## config.mk

```make
export PLATFORM = sky130hd
export DESIGN_NAME = aq_spsram_arb_256x59
export DESIGN_NICKNAME = d
export VERILOG_FILES = /design/src/rtl/aq_spsram_arb_256x59.sv
export SDC_FILE = /design/constraint.sdc
export NUM_CORES = 1
export LEC_CHECK = 0
export BUFFER_PORTS_ARGS = -buffer_cell sky130_fd_sc_hd__buf_2
export CORE_AREA = 2 2 153 155
export CTS_BUF_LIST = sky130_fd_sc_hd__clkbuf_4 sky130_fd_sc_hd__clkbuf_8
export CTS_CLUSTER_SIZE = 12
export DETAILED_ROUTE_END_ITERATION = 7
export DIE_AREA = 0 0 155 157
export HOLD_SLACK_MARGIN = 0.08
export PLACE_DENSITY_LB_ADDON = 0.1
export SLEW_MARGIN = 20
export SYNTH_ARGS = -nofsm -noshare
export SYNTH_HDL_FRONTEND = slang
export SYNTH_SLANG_ARGS = --single-unit
```

## constraint.sdc

```tcl
create_clock -name forever_cpuclk -period 1.8 [get_ports forever_cpuclk]
set_input_delay 0.18 -clock forever_cpuclk [delete_from_list [all_inputs] [get_ports forever_cpuclk]]
set_output_delay 0.18 -clock forever_cpuclk [all_outputs]
set_load 0.03 [all_outputs]
```

## src/rtl/aq_spsram_arb_256x59.sv

```systemverilog
// Round-robin read/write arbiter and pin sequencer for a 256x59 single-port SRAM.
// Define AQ_SPSRAM_ARB_INIT_EN to add the post-reset / on-demand array clear.
module aq_spsram_arb_256x59 (
    input  logic        forever_cpuclk,
    input  logic        cpurst_b,
    input  logic        inv_req,
    output logic        inv_done,
    output logic        busy,
    input  logic        rd_req,
    input  logic [7:0]  rd_addr,
    output logic        rd_gnt,
    output logic        rd_data_vld,
    output logic [58:0] rd_data,
    input  logic        wr_req,
    input  logic [7:0]  wr_addr,
    input  logic [58:0] wr_data,
    input  logic [58:0] wr_mask,
    output logic        wr_gnt,
    output logic [7:0]  sram_a,
    output logic        sram_cen,
    output logic        sram_gwen,
    output logic [58:0] sram_wen,
    output logic [58:0] sram_d,
    input  logic [58:0] sram_q
);

    typedef enum logic {
        ST_INIT  = 1'b0,
        ST_READY = 1'b1
    } state_t;

    // state_q is the observation point for the sequencer state.
    state_t      state_q;
    logic        inv_eff;
    logic        clr_wr;
    logic [7:0]  clr_idx;
    logic        arb_en;
    logic        prio_q;
    logic        prio_d;
    logic        rd_pend_q;

`ifdef AQ_SPSRAM_ARB_INIT_EN
    state_t      state_d;
    logic [7:0]  cnt_q;
    logic [7:0]  cnt_d;
    logic        inv_done_q;

    always_ff @(posedge forever_cpuclk or negedge cpurst_b) begin
        if (!cpurst_b) begin
            state_q    <= ST_INIT;
            cnt_q      <= 8'd0;
            inv_done_q <= 1'b0;
        end else begin
            state_q    <= state_d;
            cnt_q      <= cnt_d;
            inv_done_q <= (state_q == ST_INIT) && (cnt_q == 8'hFF);
        end
    end

    always_comb begin
        state_d = state_q;
        cnt_d   = cnt_q;
        case (state_q)
            ST_INIT: begin
                cnt_d = cnt_q + 8'd1;
                if (cnt_q == 8'hFF) begin
                    state_d = ST_READY;
                end
            end
            ST_READY: begin
                if (inv_req) begin
                    state_d = ST_INIT;
                    cnt_d   = 8'd0;
                end
            end
            default: state_d = ST_READY;
        endcase
    end

    assign busy     = (state_q == ST_INIT);
    assign inv_done = inv_done_q;
    assign clr_wr   = (state_q == ST_INIT);
    assign clr_idx  = cnt_q;
    assign inv_eff  = inv_req;
`else
    logic unused_inv_req;

    assign unused_inv_req = inv_req;
    assign state_q        = ST_READY;
    assign busy           = 1'b0;
    assign inv_done       = 1'b0;
    assign clr_wr         = 1'b0;
    assign clr_idx        = 8'd0;
    assign inv_eff        = 1'b0;
`endif

    // req/gnt handshake: a requester raises req with addr/data stable and keeps them
    // until it sees gnt; the cycle gnt is high is the transfer. Dropping req early is legal.
    assign arb_en = cpurst_b && (state_q == ST_READY) && !inv_eff;
    assign rd_gnt = arb_en && rd_req && (!wr_req || !prio_q);
    assign wr_gnt = arb_en && wr_req && (!rd_req || prio_q);

    // On contention the winner hands priority to the loser.
    always_comb begin
        prio_d = prio_q;
        if (arb_en && rd_req && wr_req) begin
            prio_d = ~prio_q;
        end
    end

    always_ff @(posedge forever_cpuclk or negedge cpurst_b) begin
        if (!cpurst_b) begin
            prio_q <= 1'b0;
        end else begin
            prio_q <= prio_d;
        end
    end

    // Pins are registered: the access granted in cycle T appears on the macro in T+1.
    always_ff @(posedge forever_cpuclk or negedge cpurst_b) begin
        if (!cpurst_b) begin
            sram_a    <= 8'd0;
            sram_cen  <= 1'b1;
            sram_gwen <= 1'b1;
            sram_wen  <= '1;
            sram_d    <= '0;
        end else if (clr_wr) begin
            sram_a    <= clr_idx;
            sram_cen  <= 1'b0;
            sram_gwen <= 1'b0;
            sram_wen  <= '0;
            sram_d    <= '0;
        end else if (rd_gnt) begin
            sram_a    <= rd_addr;
            sram_cen  <= 1'b0;
            sram_gwen <= 1'b1;
            sram_wen  <= '1;
        end else if (wr_gnt) begin
            sram_a    <= wr_addr;
            sram_cen  <= 1'b0;
            sram_gwen <= 1'b0;
            sram_wen  <= ~wr_mask;
            sram_d    <= wr_data;
        end else begin
            sram_cen  <= 1'b1;
            sram_gwen <= 1'b1;
            sram_wen  <= '1;
        end
    end

    // Two stages: pin cycle, then macro output cycle.
    always_ff @(posedge forever_cpuclk or negedge cpurst_b) begin
        if (!cpurst_b) begin
            rd_pend_q   <= 1'b0;
            rd_data_vld <= 1'b0;
        end else begin
            rd_pend_q   <= rd_gnt;
            rd_data_vld <= rd_pend_q;
        end
    end

    assign rd_data = sram_q;

    assert property (@(posedge forever_cpuclk) disable iff (!cpurst_b) !(rd_gnt && wr_gnt));
    assert property (@(posedge forever_cpuclk) disable iff (!cpurst_b) busy |-> !(rd_gnt || wr_gnt));

endmodule
```

Word level (Yosys, flattened, before mapping) --
Index checks and enable logic that the tools add are counted.
Word-level totals: register bits after elaboration 131, input bits 198, logic and storage cells 30
Operators by class: muxes and demuxes 7, bitwise logic cells 3, reductions and logical operators 12
Operators with widths (count):
- 59-bit 2-to-1 mux | 2
- 59-bit NOT | 1
- 8-bit 2-to-1 mux | 2
- 1-bit logical AND | 5
- 1-bit zero test | 3
- 1-bit 2-to-1 mux | 3
- 1-bit logical OR | 2
- 1-bit NOT | 2
- 2-bit AND reduction | 1
- 2-bit nonzero test | 1

Depth between registers and ports, before layout --
Gate-level depths: netlist of the first run.
depth in word-level cells 5, depth in mapped cells 6, depth with buffers taken out 4

Worst setup path after synthesis of the first run --
OpenSTA, ideal clock, no wires.
path kind reg-to-reg, start register prio_q, end register sram_d[10], data arrival time 1152 ps, required time 1675 ps, setup slack 523 ps, cell stages (with the launch flop) 5, path buffers 1, cell sequence dfrtp_1 o211ai_4 inv_4 buf_6 mux2_4
Between the ends: cells in the longest elaborated chain, start to end 5, elaborated cells between the ends (all ways) 7
RTL lines:
- start, declared | line 38 | logic prio_q;
- start signal, assigned | line 115 | prio_q <= prio_d;
- 1-bit zero test | line 100 | assign rd_gnt = arb_en && rd_req && (!wr_req || !prio_q);
- 1-bit logical OR | line 100
- 1-bit logical AND | line 100
- 1-bit NOT (no line)
- 2-bit AND reduction (no line) *
- end signal, assigned | line 143 | sram_d <= wr_data;
- end, declared | line 23 | output logic [58:0] sram_d,
Mark *: on every way between the ends. The rest lies on a longest branch, timed or not. A chain may end at the register's enable or synchronous reset.

Final worst setup path of the first run --
start register prio_q, end register sram_d[55]
The elaborated chain is that of the path after synthesis.

==> results of run 1 <==
-- worst max-delay path: stages, from the launching register on --
cell and delay (ps):
dfrtp_2 420, o211ai_4 100, inv_4 230, buf_4 470, mux2_4 340
-- where the power goes --
| group | total [mW] | internal [mW] | switching [mW] |
|---|---|---|---|
| Clock | 2.55 | 1.29 | 1.26 |
| Sequential | 3.87 | 3.58 | 0.282 |
| Combinational | 3.35 | 1.40 | 1.95 |
| Total | 9.77 | 6.27 | 3.49 |
-- per-stage QoR --
step	power, mW	area, um2	hold WS [ps]	worst slack (ps)	instances
3_5_place_dp	7.00	6450	31.8	262	837
3_3_place_gp	7.00	6450	27.2	278	837
4_1_cts	9.94	8280	80.0	7.75	1010
2_1_floorplan	6.24	5220	-116	523	349
5_1_grt	10.3	8290	101	8.68	1011
6_report	9.77	8290	111	115	1011
-- placed cells by master, fill, tap and decap left out --
master	Yosys	final
mux2_2	3	3
dlygate4sd3_1	0	140
and2_1	8	8
inv_4	1	3
buf_2	6	267
clkbuf_8	0	17
dfrtp_2	0	1
inv_6	0	3
nand3_1	1	1
conb_1	1	2
nand2_1	60	60
buf_6	7	1
clkinv_4	0	2
mux2_4	56	56
buf_16	0	1
dfstp_2	61	61
a21oi_4	0	1
bufinv_16	0	2
clkbuf_4	0	3
inv_8	0	1
buf_12	0	2
o21ai_1	1	1
dfrtp_1	70	69
inv_2	1	1
buf_4	61	7
o211ai_4	1	1
a221o_1	8	8
xnor2_1	1	1
clkinvlp_4	0	3
-- state kept, by name (all words and copies together), names as in the netlist --
signal       flops
prio_q           1
rd_data_vld      1
rd_pend_q        1
sram_d          59
sram_cen         1
sram_wen        59
sram_a           8
sram_gwen        1
-- path summary, 6_finish.rpt --
check,start,endpoint,slack (ps),cells past startpoint
max,prio_q$_DFFE_PN0P_,sram_d[55]$_DFFE_PN0P_,110,4
min,cpurst_b,sram_cen$_DFF_PN1_,110,3
max reg2reg,prio_q$_DFFE_PN0P_,sram_d[55]$_DFFE_PN0P_,110,4
min reg2reg,rd_pend_q$_DFF_PN0_,rd_data_vld$_DFF_PN0_,350,0
max in group asynchronous,cpurst_b,prio_q$_DFFE_PN0P_,900,4
min in group asynchronous,cpurst_b,sram_d[24]$_DFFE_PN0P_,300,2
-- layout make-up --
class | instances | area, um2 | share of cell area, %
sequential | 131 | 3360 | 40.5
clock inverter | 13 | 150 | 1.81
clock buffer | 19 | 249 | 3.00
timing repair buffer | 419 | 2880 | 34.7
tap | 285 | 357 | 4.30
multi-input combinational | 142 | 1290 | 15.6
inverter | 2 | 10.0 | 0.121
-- timing repair --
action,CTS,global route
hold buffers,141,1
resized for setup,2,1
setup buffers,0,1
setup endpoints to repair,2,2
pin swaps,1,0
hold endpoints to repair,199,21
-- cell families (layout without fill, tap and decap cells) --
group | Yosys count | in the layout | share of synthesized area [%]
simple gates | 69 | 69 | 5.38
flops | 131 | 131 | 64.3
xor+xnor | 1 | 1 | 0.168
buf+inv | 76 | 453 | 11.1
mux | 59 | 59 | 16.8
compound gates | 11 | 11 | 2.21
other cells | 1 | 2 | 0.0719
-- layer usage --
metal | GRT usage [%] | vias to the layer above | routed length (um)
met2 | 23.6 | 174 | 8690
met5 | 0 | - | 0
met3 | 3.88 | 40 | 991
met4 | 5.34 | 0 | 390
met1 | 14.4 | 1899 | 6350
li1 | - | 1802 | -
==> impl_metrics.json, run 1 <==
{
  "status": "complete, no violations",
  "vdd_drop_max_mv": 0.321,
  "die_area_um2": 24300,
  "port_buffers": 268,
  "wl_per_cell_um": 16.2,
  "synth_area_um2": 5210,
  "cts-root-buf": "clkbuf_8",
  "cts.path.max_buffers": 2,
  "utilization_pct": 36.8,
  "crit_path_max_fanout": 41,
  "drtPass1Iterations": 4,
  "seq_area_frac_synth_pct": 64.3,
  "fp.dieW_um": 155,
  "synth_cell_types": 18,
  "start_kind": "register",
  "finalCritPeriodShare_pct": 93.6,
  "remaining_drc_errors": 0,
  "syn_inst": 348,
  "ant_nets": 0,
  "avgSynthCellArea_um2": 15.0,
  "async_reset_ff_share_pct": 100,
  "hold_class": "in -> reg",
  "hpwl_um": 11000,
  "synth_edf_count": 0,
  "drt_iter0_drc": 148,
  "cts_buffers": 17,
  "p_leak_nw": 3.85,
  "setup_violations": 0,
  "maxCapViolations": 0,
  "yosysMostFrequentCell": "dfrtp_1",
  "yosysWarnings": 0,
  "initial_core_util_pct": 23.2,
  "ios": 390,
  "drive_gt1_share_pct": 60.1,
  "worst_pin_slew_ps": 546,
  "routed_wl_um": 16400,
  "fin_nets": 911,
  "finalWeightedCongestion": 0.706,
  "critPathArrivalTime_ps": 1990,
  "htree_levels": 4,
  "grt_start_max_net_pins": 62,
  "powerDensity_nw_per_um2": 1180,
  "slew_violations": 0,
  "max_slew_margin_pct": 63.5,
  "ys_top_cells_by_area": "dfrtp_1 (34%), dfstp_2 (31%), mux2_4 (16%), buf_4 (8.8%), nand2_1 (4.3%)",
  "die_y_um": 157,
  "cp.required_ps": 2110,
  "cts.sink_count": 131,
  "finalSetupTns_ps": 0,
  "fp-row-count": 55,
  "grtUsageTotal_pct": 13.1,
  "grt_pass1_vias": 4261,
  "max_freq_mhz": 593,
  "cp-end-kind": "register",
  "diodes": 0,
  "path_clk_slew_ps": 80,
  "synth_top_area_cell": "dfrtp_1",
  "synth_ff_type": "dfrtp_1",
  "area_delta_synth_final_pct": 59.0,
  "clock_latency_ps": 430,
  "skew_ps": 14.0,
  "yosysTopAreaCellShare_pct": 33.6,
  "core_area_um2": 22500,
  "overflow": 0,
  "rsz0062_at_grt": "false",
  "antenna_found_initial": 0,
  "worstSetupPathType": "reg -> reg",
  "viasPerCell": 3.87,
  "grt_pass1_wl_um": 23900,
  "final.min_clock_period_ps": 1690,
  "cts_tree": "built",
  "num-fill-cells": 2229,
  "vias": 3915,
  "hold_violations": 0,
  "synthTopCellsByCount": "dfrtp_1 (70), buf_4 (61), dfstp_2 (61)",
  "ys_seq_elements": 131
}
Power figures use the tool's default switching activity.
==> run 2: changes to the inputs <==
ABC_AREA = 1   (was default)
==> impl_metrics.json, run 2 <==
{
  "status": "complete, no violations",
  "fin_nets": 1063,
  "powerDensity_nw_per_um2": 1030,
  "route.met3.wl_um": 1310,
  "fin_ws_ps": 133,
  "maxCapViolations": 0,
  "drt_iter0_drc": 192,
  "design_area_um2": 8210,
  "seq_area_frac_synth_pct": 65.9,
  "cpPeakStageDelay_ps": 370,
  "htree_levels": 4,
  "antenna_found_initial": 0,
  "rr_worst_depth": 6,
  "routed_wl_um": 16700,
  "hp-start": "rd_req",
  "yosysTopAreaCellShare_pct": 34.4,
  "synthTopCellsByCount": "nand2_1 (253), buf_4 (71), dfrtp_1 (70)",
  "ios": 390,
  "mostFrequentLayoutCells": "buf_2 (266), nand2_1 (253), dlygate4sd3_1 (136), dfrtp_1 (70), dfstp_2 (61)",
  "synth_edf_count": 0,
  "remaining_drc_errors": 0,
  "max_freq_mhz": 600,
  "path_clk_slew_ps": 70,
  "final.min_clock_period_ps": 1670,
  "hold_depth": 5,
  "diodes": 0,
  "die_area_um2": 24300,
  "final_cell_count_no_fill": 1163,
  "crit_chain": "inv_1, a21oi_4, buf_12, clkbuf_4",
  "initial_core_util_pct": 22.6,
  "viasPerCell": 3.94,
  "mostFrequentLayoutCell": "buf_2",
  "area_delta_synth_final_pct": 61.3,
  "yosysWarnings": 0,
  "finalSetupTns_ps": 0,
  "cts.path.max_buffers": 2,
  "fp.dieW_um": 155,
  "dr_wl_met2_um": 8170,
  "grtUsageTotal_pct": 13.5,
  "rsz0062_at_grt": "false",
  "fp-row-count": 55,
  "slew_violations": 0,
  "place_ws_ps": 302,
  "synth_top_family_by_area": "simple AND/OR/NAND/NOR gates",
  "crit_path_max_fanout": 15,
  "yosysMostFrequentCell": "nand2_1",
  "core_area_um2": 22500,
  "async_reset_ff_share_pct": 100,
  "drtPass1Iterations": 5,
  "drt-met1-wl_um": 6740,
  "synth_top_area_cell": "dfrtp_1",
  "synth_adder_area_share_pct": 0,
  "rr_startpoint": "prio_q$_DFFE_PN0P_",
  "synth_mux_area_share_pct": 0,
  "r2r_end": "sram_a[0]$_DFFE_PN0P_",
  "critPathArrivalTime_ps": 1490,
  "syn_inst": 509,
  "grt_pass1_wl_um": 25600,
  "cts_buffers": 17,
  "skew_ps": 16.5,
  "start_kind": "register",
  "total_power_mw": 8.43,
  "vias": 4585,
  "hpwl_um": 11200,
  "die_y_um": 157,
  "overflow": 0,
  "finalWeightedCongestion": 0.705,
  "synth-compound-area-share_pct": 0.295,
  "slowest_stage": "dfrtp_1",
  "worst_pin_slew_ps": 743,
  "worstSetupPathType": "reg -> out",
  "ys_top_cells_by_area": "dfrtp_1 (34%), dfstp_2 (31%), nand2_1 (19%), buf_4 (10%), nand3_1 (2.4%)",
  "cts.sink_count": 131,
  "max_slew_margin_pct": 50.5,
  "synth_cell_types": 15,
  "cts-root-buf": "clkbuf_8",
  "synth_ff_type": "dfrtp_1",
  "placed_cell_area_um2": 6330,
  "grt_start_max_net_pins": 82,
  "yosys.area_share.xor_xnor_pct": 0,
  "cp.required_ps": 1620,
  "wl_per_cell_um": 14.4,
  "top_layer_used": "met4",
  "avgSynthCellArea_um2": 10.0,
  "reg2reg_slack_ps": 150,
  "hold_violations": 0,
  "setup_violations": 0,
  "ant_nets": 0,
  "finalCritPeriodShare_pct": 92.6,
  "synth-simple-area-share_pct": 21.5,
  "cts_tree": "built",
  "ys_seq_elements": 131,
  "cp-end-kind": "output port",
  "num-fill-cells": 2323,
  "p_leak_nw": 4.15,
  "grt_pass1_vias": 4793,
  "top_regs": "sram_d (59), sram_wen (59), sram_a (8)",
  "port_buffers": 268,
  "synth_area_um2": 5090,
  "clock_latency_ps": 430,
  "vdd_drop_max_mv": 0.445,
  "holdPathEnd": "sram_d[54]$_DFFE_PN0P_",
  "hold_class": "in -> reg",
  "drive_gt1_share_pct": 43.2,
  "place_inst": 992
}
run 2: cell types whose count changed in the layout (fill, tap and decap cells not counted), sizes merged, moves of 2 or more:
cell         change
a221o            -8
clkinvlp         -3
nand3           +23
and2             -8
dlygate4sd3      -4
mux2            -59
bufinv           +2
nor2             +2
clkinv           +4
nand2          +196
inv              +8
run 2: how the worst max path moves through the flow:
stage	from	endpoint	cells past startpoint
6_report	prio_q$_DFFE_PN0P_	wr_gnt	4
5_1_grt	prio_q$_DFFE_PN0P_	wr_gnt	4
4_1_cts	prio_q$_DFFE_PN0P_	wr_gnt	4
3_5_place_dp	wr_req	sram_d[5]$_DFFE_PN0P_	7
3_3_place_gp	wr_req	sram_d[21]$_DFFE_PN0P_	7
2_1_floorplan	prio_q$_DFFE_PN0P_	wr_gnt	4
run 2: cell type report:
type	count	area, um2	share of cell area, %
clock buffers	18	248	3.02
clock inverters	14	200	2.44
inverters	12	45.0	0.549
multi-input cells	286	1130	13.7
flip-flops and latches	131	3350	40.9
well taps	285	357	4.34
repair buffers	417	2880	35.1
run 2: through the flow:
step | utilization [%] | hold WS (ps)
global placement | 28.1 | 308
finish | 36.5 | 276
global route | 36.5 | 271
detailed placement | 28.1 | 308
floorplan | - | -116
CTS | 36.3 | 223
run 2: logic make-up (layout without fill, tap and decap cells):
family                 count (synthesis)  after routing
AO/OA/AOI/OAI                          2              2
buffers and inverters                 93            461
flip-flops                           131            131
other                                  1              2
AND/OR/NAND/NOR                      282            282
run 2: report_power, final:
| part | leakage (nW) | total, mW | internal [mW] | switching [mW] |
|---|---|---|---|---|
| logic | 2.41 | 2.09 | 0.743 | 1.34 |
| clock network | 0.230 | 2.85 | 1.57 | 1.28 |
| registers | 1.51 | 3.49 | 3.33 | 0.162 |
| total | 4.15 | 8.43 | 5.65 | 2.78 |
run 2: repair_timing:
item,CTS,global route
hold endpoints to repair,192,0
cloned,1,1
pin swaps,1,1
setup buffers,1,0
hold buffers,136,0
resized for setup,0,1
setup endpoints to repair,1,1
run 2: layer usage:
layer / vias to the layer above / GRT usage, %
met5: - / 0
met4: 0 / 6.00
met3: 48 / 4.32
met2: 215 / 23.0
met1: 2131 / 15.5
li1: 2191 / -
run 2: critical path, delay by kind of cell (launching register included):
kind / cells / cell delay, ps
AOI/OAI and AO/OA: 1 / 220
buffers and inverters: 3 / 470
DFF: 1 / 370
==> run 3: changes to the inputs <==
CAP_MARGIN = 10   (was default)
PLACE_DENSITY = 0.6   (was default)
PLACE_DENSITY_LB_ADDON = default   (was 0.1)
==> impl_metrics.json, run 3 (synthesis gave the netlist of run 2 again) <==
{
  "critPathArrivalTime_ps": 1510,
  "grt_pass1_wl_um": 25400,
  "hold_class": "in -> reg",
  "start_kind": "register",
  "path_clk_slew_ps": 100,
  "startpoint": "prio_q$_DFFE_PN0P_",
  "maxCapViolations": 0,
  "core_area_um2": 22500,
  "finalCritPeriodShare_pct": 94.1,
  "htree_levels": 4,
  "clockPowerShare_pct": 30.3,
  "p_switching_mw": 2.92,
  "ant_nets": 0,
  "cp-endpoint": "wr_gnt",
  "hpwl_um": 10400,
  "max_slew_margin_pct": 54.5,
  "busiest_layer": "met2",
  "vias": 4575,
  "antenna_found_initial": 0,
  "cts.path.max_buffers": 2,
  "num-fill-cells": 2268,
  "mostFrequentLayoutCell": "buf_2",
  "multi_input_area_um2": 1130,
  "wl_per_cell_um": 14.8,
  "clock_latency_ps": 440,
  "cp-end-kind": "output port",
  "crit_path_max_fanout": 22,
  "max_freq_mhz": 591,
  "setup_violations": 0,
  "combPwrFrac_pct": 26.1,
  "final.min_clock_period_ps": 1690,
  "grt_use_met3_pct": 5.09,
  "worst_pin_slew_ps": 682,
  "placed_cell_area_um2": 6300,
  "reg2reg_slack_ps": 110,
  "cts_tree": "built",
  "drt_iter0_drc": 216,
  "top_regs": "sram_d (59), sram_wen (59), sram_a (8)",
  "rr_startpoint": "prio_q$_DFFE_PN0P_",
  "use_met2_pct": 22.9,
  "powerDensity_nw_per_um2": 987,
  "cp.required_ps": 1620,
  "rsz0062_at_grt": "false",
  "port_buffers": 268,
  "design_area_um2": 8110,
  "cts-root-buf": "clkbuf_8",
  "viasPerCell": 3.94,
  "status": "complete, no violations",
  "grt_start_max_net_pins": 61,
  "area_delta_synth_final_pct": 59.4,
  "fp.dieW_um": 155,
  "skew_ps": 19.9,
  "rr_worst_depth": 6,
  "p_sw_share_pct": 36.4,
  "drive_gt1_share_pct": 43.2,
  "hold_violations": 0,
  "total_power_mw": 8.01,
  "grt_pass1_vias": 4731,
  "slew_violations": 0,
  "finalSetupTns_ps": 0,
  "regArea_um2": 3350,
  "worstSetupPathType": "reg -> out",
  "die_y_um": 157,
  "overflow": 0,
  "fin_nets": 1061,
  "grtUsageTotal_pct": 13.8,
  "die_area_um2": 24300,
  "diodes": 0,
  "initial_core_util_pct": 22.6,
  "grt_util_met1_pct": 15.7,
  "fp-row-count": 55,
  "remaining_drc_errors": 0,
  "r2r_end": "sram_a[0]$_DFFE_PN0P_",
  "finalWeightedCongestion": 0.768,
  "utilization_pct": 36.1,
  "cts_buffers": 17,
  "drtPass1Iterations": 4,
  "ios": 390,
  "mostFrequentLayoutCells": "buf_2 (266), nand2_1 (253), dlygate4sd3_1 (136), dfrtp_1 (70), dfstp_2 (61)",
  "pwr-share-seq_pct": 43.7,
  "p_leak_nw": 4.10,
  "hold_ws_ps": 266,
  "routed_wl_um": 17200,
  "cts.sink_count": 131,
  "p_int_mw": 5.09,
  "vdd_drop_max_mv": 0.362
}
## run 3: what timing repair did
item | 4_1_cts | 5_1_grt
setup endpoints to repair | 1 | 35
pin swaps | 1 | 0
setup buffers | 1 | 0
hold buffers | 136 | 0
resized for setup | 0 | 5
endpoints found under the hold margin | 203 | 0
cloned | 2 | 0
## run 3: power groups by stage
stage | Clock [mW] | Sequential (mW) | Combinational, mW
finish | 2.42 | 3.50 | 2.09
floorplan | 0 | 4.25 | 0.631
global route | 2.69 | 3.54 | 2.25
detailed placement | 0 | 3.54 | 1.80
CTS | 2.57 | 3.50 | 2.10
global placement | 0 | 3.53 | 1.79
## run 3: worst max-delay path: stages, from the launching register on
cell     delay [ps]
dfrtp_1         400
inv_1            90
a21oi_4         190
buf_12          200
buf_4           190
## run 3: worst min-delay path by stage
stage,end,startpoint,cells after the start
global route,sram_wen[55]$_DFF_PN1_,rd_req,4
CTS,sram_d[37]$_DFFE_PN0P_,rd_req,5
finish,sram_wen[54]$_DFF_PN1_,rd_req,4
floorplan,prio_q$_DFFE_PN0P_,cpurst_b,0
global placement,rd_pend_q$_DFF_PN0_,cpurst_b,2
detailed placement,rd_data_vld$_DFF_PN0_,cpurst_b,2
## run 3: cell type report
cell class / instances / area share (%)
clock inverter: 15 / 1.63
timing repair buffer: 415 / 35.3
tap: 285 / 4.39
inverter: 12 / 0.555
sequential: 131 / 41.3
clock buffer: 17 / 2.88
multi-input combinational: 286 / 13.9
## run 3: layer usage
metal  up-vias  part of all wire (%)
li1       2187                     -
met1      2106                    41
met2       214                    47
met3        68                   8.5
met4         0                   3.2
met5         -                     0
## run 3: per-stage QoR
stage                     setup slack (ps)  std cells
after floorplan                        632        510
after global placement                 334        990
after detailed placement               305        990
after CTS                             9.83       1161
after global routing                  5.28       1161
final                                  107       1161
